[config.mk]
export PLATFORM = sky130hd
export DESIGN_NAME = fpu_result_wb
export DESIGN_NICKNAME = d
export VERILOG_FILES = /design/src/rtl/fpu_result_wb.sv
export SDC_FILE = /design/constraint.sdc
export NUM_CORES = 1
export LEC_CHECK = 0
export CORE_ASPECT_RATIO = 0.7
export CORE_MARGIN = 5
export CORE_UTILIZATION = 49
export DETAILED_ROUTE_END_ITERATION = 8
export PLACE_DENSITY_LB_ADDON = 0.3
export SLEW_MARGIN = 15
export SYNTH_ARGS = -nofsm -noshare
export SYNTH_HDL_FRONTEND = slang
export SYNTH_SLANG_ARGS = --single-unit
[constraint.sdc]
create_clock -name clk -period 2.35 [get_ports clk]
set_input_delay 0.3525 -clock clk [delete_from_list [all_inputs] [get_ports clk]]
set_output_delay 0.3525 -clock clk [all_outputs]
set_load 0.01 [all_outputs]
[src/rtl/fpu_result_wb.sv]
// fpu_result_wb: FMA writeback FIFO with binary32 packing, sticky fflags and retired-op counter.
// Optional: define FPU_WB_CANON_NAN_EN to canonicalise NaNs to 32'h7FC00000 at push.
module fpu_result_wb #(
  parameter int DEPTH = 2,
  parameter int CNT_W = 16
) (
  input  logic             clk,
  input  logic             rst_n,
  input  logic             in_valid,
  output logic             in_ready,
  input  logic             in_sign,
  input  logic [7:0]       in_exp,
  input  logic [23:0]      in_mantissa,
  input  logic             in_inexact,
  input  logic             in_invalid,
  input  logic             in_overflow,
  input  logic             in_underflow,
  input  logic             in_infinite,
  output logic             out_valid,
  input  logic             out_ready,
  output logic [31:0]      out_data,
  output logic [4:0]       out_flags,
  output logic             out_inf,
  output logic [4:0]       fflags,
  input  logic             fflags_wr,
  input  logic [4:0]       fflags_wdata,
  input  logic             fflags_clr,
  output logic [CNT_W-1:0] ops_count
);
  localparam int AW = $clog2(DEPTH);
  logic [31:0]   mem_data  [DEPTH];
  logic [4:0]    mem_flags [DEPTH];
  logic          mem_inf   [DEPTH];
  logic [AW-1:0] wr_ptr, rd_ptr;
  logic [AW:0]   count;
  logic          push, pop;
  logic [31:0]   wdata;
  assign in_ready  = count < (AW+1)'(DEPTH);
  assign out_valid = count != '0;
  assign push      = in_valid & in_ready;
  assign pop       = out_valid & out_ready;
  assign out_data  = mem_data[rd_ptr];
  assign out_flags = mem_flags[rd_ptr];
  assign out_inf   = mem_inf[rd_ptr];
`ifdef FPU_WB_CANON_NAN_EN
  assign wdata = (in_exp == 8'hFF && |in_mantissa[22:0]) ? 32'h7FC0_0000 : {in_sign, in_exp, in_mantissa[22:0]};
`else
  assign wdata = {in_sign, in_exp, in_mantissa[22:0]};
`endif
  always_ff @(posedge clk or negedge rst_n) begin
    if (!rst_n) begin
      for (int i = 0; i < DEPTH; i++) begin
        mem_data[i]  <= '0;
        mem_flags[i] <= '0;
        mem_inf[i]   <= 1'b0;
      end
      wr_ptr    <= '0;
      rd_ptr    <= '0;
      count     <= '0;
      fflags    <= '0;
      ops_count <= '0;
    end else begin
      if (push) begin
        mem_data[wr_ptr]  <= wdata;
        mem_flags[wr_ptr] <= {in_invalid, 1'b0, in_overflow, in_underflow, in_inexact};
        mem_inf[wr_ptr]   <= in_infinite;
        wr_ptr            <= wr_ptr + 1'b1;
      end
      if (pop) rd_ptr <= rd_ptr + 1'b1;
      if (push && !pop) count <= count + 1'b1;
      else if (pop && !push) count <= count - 1'b1;
      // retiring flags are OR-ed after the CSR write/clear so they are never lost
      fflags    <= (fflags_wr ? fflags_wdata : fflags_clr ? 5'b0 : fflags) | (pop ? out_flags : 5'b0);
      ops_count <= ops_count + {{(CNT_W-1){1'b0}}, pop};
    end
  end
endmodule

======== Word-level counts from Yosys, hierarchy flattened ========
Index checks and enable logic that the tools add are counted.
storage, ports and cells
  flip-flop bits (word level) ............. 101
  output and inout port bits .............. 61
cells by class
  muxes and demuxes ....................... 23
  bitwise gates (word level) .............. 5
  reductions and logical operators ........ 7
  order comparisons ....................... 4
  add/sub/neg operators ................... 5
operator list
  cell                                                        count
  two-way mux 32 bit                                          4
  bitwise mux 64 bit                                          1
  two-way mux 5 bit                                           7
  demux 32 bit (select 1 bit)                                 1
  adder 16 x 1 -> 16 bit                                      1
  bitwise mux 10 bit                                          1
  demux 5 bit (select 1 bit)                                  1
  OR 5 bit                                                    1
  >= comparator 2 bit, second input constant                  2
  two-way mux 1 bit                                           4
  two-way mux 2 bit                                           2
  inverter 1 -> 2 bit                                         2
  nonzero test 2 bit                                          2
  logical AND 1 bit                                           3
  adder 1 bit, second input constant                          2
  adder 2 x 1 -> 2 bit, second input constant                 1
  bitwise AND 1 bit                                           2
  bitwise mux 2 bit                                           1
  zero test 1 bit                                             2
  less-than comparator 2 x 1 -> 1 bit, second input constant  1
  less-than comparator 2 bit, second input constant           1
  subtractor 2 x 1 -> 2 bit, second input constant            1
  demux 1 bit (select 1 bit)                                  1

======== Logic depth before layout (Yosys ltp) ========
Gate-level depths: netlist of run 1.
  depth after elaboration ................. 6
  depth in mapped cells ................... 8
  mapped depth without buffers ............ 7

======== Worst setup path before layout of run 1 ========
No wires, ideal clock.
  path kind ............................... register -> register
  from .................................... register count[0]
  to ...................................... register ops_count[12]
  cell stages (with the launch flop) ...... 9
  path slack .............................. 668 ps
  library setup time ...................... 126 ps
  required time ........................... 2224 ps
  data arrival time ....................... 1556 ps
  buffers on the path ..................... 1
  path through ............................ dfrtp_1 o21a_1 buf_6 and2_1 ha_1 nand2_1 nor4_2 nand3_1 xnor2_1
between the ends
  word-level cells in the longest chain between the ends .. 3
ends and longest elaborated chain
  what                      line  RTL
  start: declaration        35    logic [AW:0] count;
  start signal: assignment  70    if (push && !pop) count <= count + 1'b1;
  start signal: assignment  71    else if (pop && !push) count <= count - 1'b1;
  nonzero test 2 bit        39    assign out_valid = count != '0;
  bitwise AND 1 bit         41    assign pop = out_valid & out_ready;
  named net pop             36    logic push, pop;
  adder 16 x 1 -> 16 bit    74    ops_count <= ops_count + {{(CNT_W-1){1'b0}}, pop};
  end signal: assignment    74
  end: declaration          28    output logic [CNT_W-1:0] ops_count
The timed path passes the listed nets, and every way through them passes these cells.
A chain may end at the register's enable or synchronous reset.

======== Worst setup path in the final report of run 1 ========
  from .................................... register rd_ptr
  to ...................................... output port out_data[23]
between the ends
  word-level cells in the longest chain between the ends .. 4
ends and longest elaborated chain
  what                                                    line  RTL
  start: declaration                                      34    logic [AW-1:0] wr_ptr, rd_ptr;
  start signal: assignment                                69    if (pop) rd_ptr <= rd_ptr + 1'b1;
  inverter 1 -> 2 bit (implied by the code)               42    assign out_data = mem_data[rd_ptr];
  two-way mux 32 bit (implied by the code) (3 in series)  42
  end: declaration                                        21    output logic [31:0] out_data,
Every way passes these cells. The select of a mux whose other input is x is not followed.

==> results.py, run 1 <==
metrics = {
    "setup_path": {
        "critPathKind": "reg2out",
        "cpMaxStageDelayCell": "clkdlybuf4s50_1",
        "cp-start-kind": "register",
        "cp_max_fo": 22,
        "reg2regPathDepth": 7,
        "crit_path_max_incr_delay_ns": 0.51,
        "cp.arrival_ns": 1.89,
        "cp_cell_sequence": "buf_4 -> mux2_2 -> clkdlybuf4s50_1",
        "required_ns": 2.00,
        "endpoint_kind": "output pin",
    },
    "floorplan": {
        "die_w_um": 122,
        "rows": 28,
        "start_util": 0.505,
        "ios": 110,
        "core_area_um2": 8510,
        "die_h_um": 88.4,
        "die_area_um2": 10800,
    },
    "logic_synthesis": {
        "synth_most_common_cell": "mux2_2",
        "syn_avg_cell_area_um2": 14.5,
        "seq_area_frac_synth": 0.576,
        "synth_seq_cells": 99,
        "synth_common_cells": "mux2_2 (102), dfrtp_1 (99), nand2_1 (15), xnor2_1 (10), mux2_1 (9)",
        "syn_area_um2": 4300,
        "synth_cells": 296,
        "syn-num-nets": 347,
        "yosysWarnings": 0,
        "synth_top_area_frac": 0.576,
        "ys_types": 32,
        "async_flop_share": 1.00,
        "ys.flop_type": "dfrtp_1",
        "synth-edff-count": 0,
        "synthTopCellsByArea": "dfrtp_1 (58%), mux2_2 (27%), mux2_1 (2.4%), xnor2_1 (2.0%), nand2_1 (1.3%)",
        "synth_area_leader_cell": "dfrtp_1",
    },
    "global_route": {
        "grt_pass1_vias": 2999,
        "grt_first_pass_wirelength_mm": 14.8,
        "grtUsageTotal": 0.179,
        "antenna_found_initial": 0,
        "grt_overflow": 0,
        "grt_max_degree": 51,
    },
    "clock_tree": {
        "htreeDepth": 3,
        "cts_setup_buffers": 0,
        "clk_latency_ns": 0.34,
        "cts-buffers-inserted": 9,
        "cts_tree": "yes",
        "clock_path_buffers": 2,
        "clkTransAtPathRegs_ns": 0.06,
        "root_buffer": "clkbuf_16",
        "clkSinkCount": 99,
    },
    "final_layout": {
        "seq_area_um2": 2480,
        "synthToLayoutAreaGrowth_pct": 35.7,
        "antenna_cells": 0,
        "fillers": 633,
        "multi_input_area_um2": 1740,
        "drive_above_1_share": 0.321,
        "fin_nets": 463,
    },
    "timing": {
        "fmax_ghz": 0.445,
        "setup_ws_ns": 0.104,
        "setup_tns_ns": 0,
        "rsz0062_at_grt": "no",
        "hold_violations": 0,
        "whs_ns": 0.461,
        "setup_violations": 0,
        "final_max_slew_viol_count": 0,
        "period_minus_slack_ns": 2.25,
        "finalClockSkew_ns": 0.00349,
        "timing.final.crit_share": 0.956,
    },
    "drt": {
        "num_vias": 2719,
        "drt-pass1-iter-count": 4,
        "first_iter_violations": 99,
        "wire_per_inst_um": 16.6,
        "routed_wl_mm": 8.89,
        "drtAntennaViolNets": 0,
        "drc": 0,
        "routed_via_density": 5.06,
    },
    "min_path": {
        "hp-class": "in2async",
    },
    "pwr": {
        "power_mw": 7.93,
        "p_per_area_nw_per_um2": 1360,
        "p_leak_nw": 2.44,
        "ir_worst_vdd_mv": 0.784,
    },
    "placed_design": {
        "dp_hpwl_mm": 6.25,
        "place_ws_ns": 0.130,
        "portBuffers": 107,
        "finalWeightedCongestion": 0.756,
    },
    "status": {
        "status": "finished clean",
    },
    "job": {
        "cap_violations": 0,
    },
}
-- repair_timing --
item                                    in CTS  in global routing
endpoints found under the hold margin       26                  0
endpoints found under the setup margin       0                  0
hold buffers                                 1                  0
gates resized for setup                      0                  0
-- worst paths after layout --
| check | slack [ns] | to | startpoint |
|---|---|---|---|
| max reg2reg | 0.58 | ops_count[14] | count[0] |
| min reg2reg | 0.46 | ops_count[15] | ops_count[15] |
| min | 0.46 | mem_data[59] | rst_n |
| max in group asynchronous | 1.23 | rd_ptr | rst_n |
| min in group clk | 0.46 | ops_count[15] | ops_count[15] |
| max | 0.10 | out_data[23] | rd_ptr |
-- through the flow --
stage | utilization | cells | area (µm²)
final | 0.685 | 537 | 5830
after floorplan | - | 296 | 4300
after global placement | 0.652 | 520 | 5550
after detailed placement | 0.652 | 520 | 5550
after CTS | 0.685 | 537 | 5830
after global routing | 0.685 | 537 | 5830
-- per-layer routing --
layer,part of all wire,global-route usage,wire (µm)
met1,0.43,0.222,3840
met2,0.47,0.289,4210
met4,0.013,0.0621,112
met3,0.082,0.0741,729
met5,0,0,0
-- logic make-up (layout without fill, tap and decap cells) --
family,count (synthesis),in the layout,share of synthesized area
buf+inv,15,136,0.0201
simple gates,42,42,0.0585
mux,111,111,0.291
flops,99,99,0.576
fa+ha+maj,2,2,0.00582
compound gates,10,10,0.0151
xor+xnor,16,16,0.0326
other cells,1,1,0.000872
-- state kept, by name, summed over array words and instances, names as in the netlist --
register and flops:
mem_flags 8, ops_count 16, rd_ptr 1, mem_data 64, mem_inf 2, wr_ptr 1, fflags 5, count 2
-- cells in the final DEF, fill, tap and decap left out, types with 3 or more instances in the layout --
cell	synthesis	layout
nor2_1	3	3
nand3_1	6	6
clkdlybuf4s50_1	0	106
nor4_2	3	3
buf_4	4	7
o21ai_0	3	3
mux2_2	102	102
nand2_1	15	15
inv_1	3	3
a22oi_1	4	4
dfrtp_1	99	98
xnor2_1	10	10
xor2_1	6	6
mux2_1	9	9
clkbuf_16	0	9
clkbuf_1	1	3
buf_12	0	3
-- power by group --
part	leakage, nW	switching, mW	internal (mW)	total, mW
sequential	1.18	0.424	2.48	2.90
clock	0.137	0.586	0.773	1.36
combinational	1.12	1.38	2.28	3.66
total	2.44	2.39	5.53	7.93
-- area by class of cell --
type,instances,share of cell area
Sequential cell,99,0.425
Multi-Input combinational cell,182,0.298
Timing Repair Buffer,117,0.203
Clock buffer,14,0.0453
Tap cell,120,0.0257
Inverter,3,0.00193
Clock inverter,2,0.00172
-- critical path, delay by kind of cell, from the launching register on --
family | cells | cell delay (ns)
DFF | 1 | 0.35
muxes | 1 | 0.38
buffers and inverters | 2 | 0.81
No activity file was read; power rests on OpenSTA's default activity.
==> inputs of run 2 (changes only) <==
--- a/config.mk
+++ b/config.mk
@@ -9,7 +9,8 @@
 export CORE_MARGIN = 5
 export CORE_UTILIZATION = 49
 export DETAILED_ROUTE_END_ITERATION = 8
-export PLACE_DENSITY_LB_ADDON = 0.3
+export PLACE_DENSITY = 0.8
+export SKIP_CTS_REPAIR_TIMING = 1
 export SLEW_MARGIN = 15
 export SYNTH_ARGS = -nofsm -noshare
 export SYNTH_HDL_FRONTEND = slang
==> run 2 against run 1 <==
Largest cell class unchanged; critical path type unchanged; setup slack better by 0.032 ns; non-clock buffer count did not move; die area did not move; largest power group unchanged.
==> results.py, run 2 (same netlist as run 1, synthesis figures left out) <==
metrics = {
    "setup_path": {
        "cp-start-kind": "register",
        "cp.arrival_ns": 1.86,
        "reg2reg_to": "ops_count[12]",
        "cp_max_fo": 15,
        "rrSetupSlack_ns": 0.54,
        "cpMaxStageDelayCell": "clkdlybuf4s50_1",
        "crit_path_max_incr_delay_ns": 0.51,
        "endpoint_kind": "output pin",
        "worstSetupStartpoint": "rd_ptr",
        "critPathKind": "reg2out",
        "reg2regPathDepth": 7,
        "rr_startpoint": "count[0]",
        "required_ns": 2.00,
        "cp_cell_sequence": "buf_4 -> mux2_2 -> clkdlybuf4s50_1",
    },
    "clock_tree": {
        "clkTransAtPathRegs_ns": 0.07,
        "htreeDepth": 3,
        "cts_tree": "yes",
        "root_buffer": "clkbuf_16",
        "cts-buffers-inserted": 9,
        "clk_latency_ns": 0.34,
        "clock_path_buffers": 2,
        "clkSinkCount": 99,
    },
    "global_route": {
        "grt_pass1_vias": 3008,
        "grt_first_pass_wirelength_mm": 15.1,
        "grt_max_degree": 50,
        "antenna_found_initial": 0,
        "use_met1": 0.235,
        "met3_usage": 0.0786,
        "use_met2": 0.286,
        "top_usage_layer": "met2",
        "grt_overflow": 0,
        "grtUsageTotal": 0.183,
    },
    "drt": {
        "drtAntennaViolNets": 0,
        "routed_via_density": 5.06,
        "wire_per_inst_um": 17.0,
        "drc": 0,
        "num_vias": 2714,
        "routed_wl_mm": 9.10,
        "drt-pass1-iter-count": 4,
        "first_iter_violations": 106,
    },
    "final_layout": {
        "antenna_cells": 0,
        "reg.largest.list": "mem_data x64, ops_count x16, mem_flags x8",
        "final_common_cell": "clkdlybuf4s50_1",
        "seq_area_um2": 2480,
        "synthToLayoutAreaGrowth_pct": 35.8,
        "fin_nets": 463,
        "drive_above_1_share": 0.325,
        "post-route-util": 0.686,
        "largest-register": "mem_data",
        "multi_input_area_um2": 1740,
        "layout_common_cells": "clkdlybuf4s50_1 (106), mux2_2 (102), dfrtp_1 (98)",
        "largest_reg_flops": 64,
        "fillers": 602,
    },
    "floorplan": {
        "core_area_um2": 8510,
        "start_util": 0.505,
        "ios": 110,
        "rows": 28,
        "die_area_um2": 10800,
        "die_w_um": 122,
        "die_h_um": 88.4,
    },
    "job": {
        "cap_violations": 0,
    },
    "timing": {
        "fmax_ghz": 0.452,
        "timing.final.crit_share": 0.942,
        "slew_headroom": 0.590,
        "setup_ws_ns": 0.136,
        "period_minus_slack_ns": 2.21,
        "rsz0062_at_grt": "no",
        "hold_violations": 0,
        "setup_tns_ns": 0,
        "tightestPinTransition_ns": 0.615,
        "final_max_slew_viol_count": 0,
        "finalClockSkew_ns": 0.00850,
        "setup_violations": 0,
    },
    "min_path": {
        "hp-class": "in2async",
    },
    "pwr": {
        "p_per_area_nw_per_um2": 1370,
        "ir_worst_vdd_mv": 0.797,
        "p_leak_nw": 2.44,
    },
    "placed_design": {
        "finalWeightedCongestion": 0.743,
        "portBuffers": 107,
        "place_ws_ns": 0.115,
        "dp_hpwl_mm": 6.54,
    },
    "status": {
        "status": "finished clean",
    },
}
-- run 2: changes by cell type in the layout (fill, tap and decap cells not counted) --
cell,before,now
clkbuf_8,2,3
clkbuf_1,3,1
-- run 2: how the worst max path moves through the flow --
stage	endpoint	slack (ns)
2_1_floorplan	ops_count[12]	0.67
3_3_place_gp	ops_count[14]	0.15
3_5_place_dp	ops_count[13]	0.12
4_1_cts	out_flags[1]	0.11
5_1_grt	out_flags[2]	0.06
6_report	out_flags[2]	0.14
-- run 2: worst max-delay path: cells and delay by family (launching register included) --
family | cells | cell delay (ns)
mux | 1 | 0.38
buf+inv | 2 | 0.76
flops | 1 | 0.39
-- run 2: where the power goes --
part,internal (mW),leakage [nW],switching [mW]
clock,0.795,0.141,0.584
combinational,2.29,1.12,1.39
sequential,2.48,1.18,0.442
-- run 2: final cells by class --
cell class              instances  area share
inverters                       3     0.00193
clock inverters                 2     0.00171
flip-flops and latches         99       0.424
repair buffers                117       0.203
well taps                     120      0.0257
multi-input cells             182       0.297
clock buffers                  13      0.0463
-- run 2: metrics by stage --
| step | power [mW] | std cells | hold slack (ns) | instance area, µm² |
|---|---|---|---|---|
| final | 7.98 | 536 | 0.356 | 5840 |
| after floorplan | 4.89 | 296 | 0.0569 | 4300 |
| after CTS | 8.09 | 535 | -0.209 | 5830 |
| after global placement | 6.53 | 520 | 0.156 | 5550 |
| after detailed placement | 6.66 | 520 | 0.159 | 5550 |
| after global routing | 8.50 | 536 | 0.351 | 5840 |
-- run 2: layer usage --
| layer | part of all wire | vias up |
|---|---|---|
| met1 | 0.45 | 1344 |
| li1 | - | 1279 |
| met4 | 0.010 | 0 |
| met2 | 0.45 | 80 |
| met5 | 0 | - |
| met3 | 0.084 | 11 |
==> inputs of run 3 (changes only) <==
--- a/config.mk
+++ b/config.mk
@@ -11,7 +11,6 @@
 export DETAILED_ROUTE_END_ITERATION = 8
 export PLACE_DENSITY = 0.8
 export SKIP_CTS_REPAIR_TIMING = 1
-export SLEW_MARGIN = 15
 export SYNTH_ARGS = -nofsm -noshare
 export SYNTH_HDL_FRONTEND = slang
 export SYNTH_SLANG_ARGS = --single-unit
==> results of run 3 <==
Same layout as run 2: the final DEF is identical, and so are final timing and power.
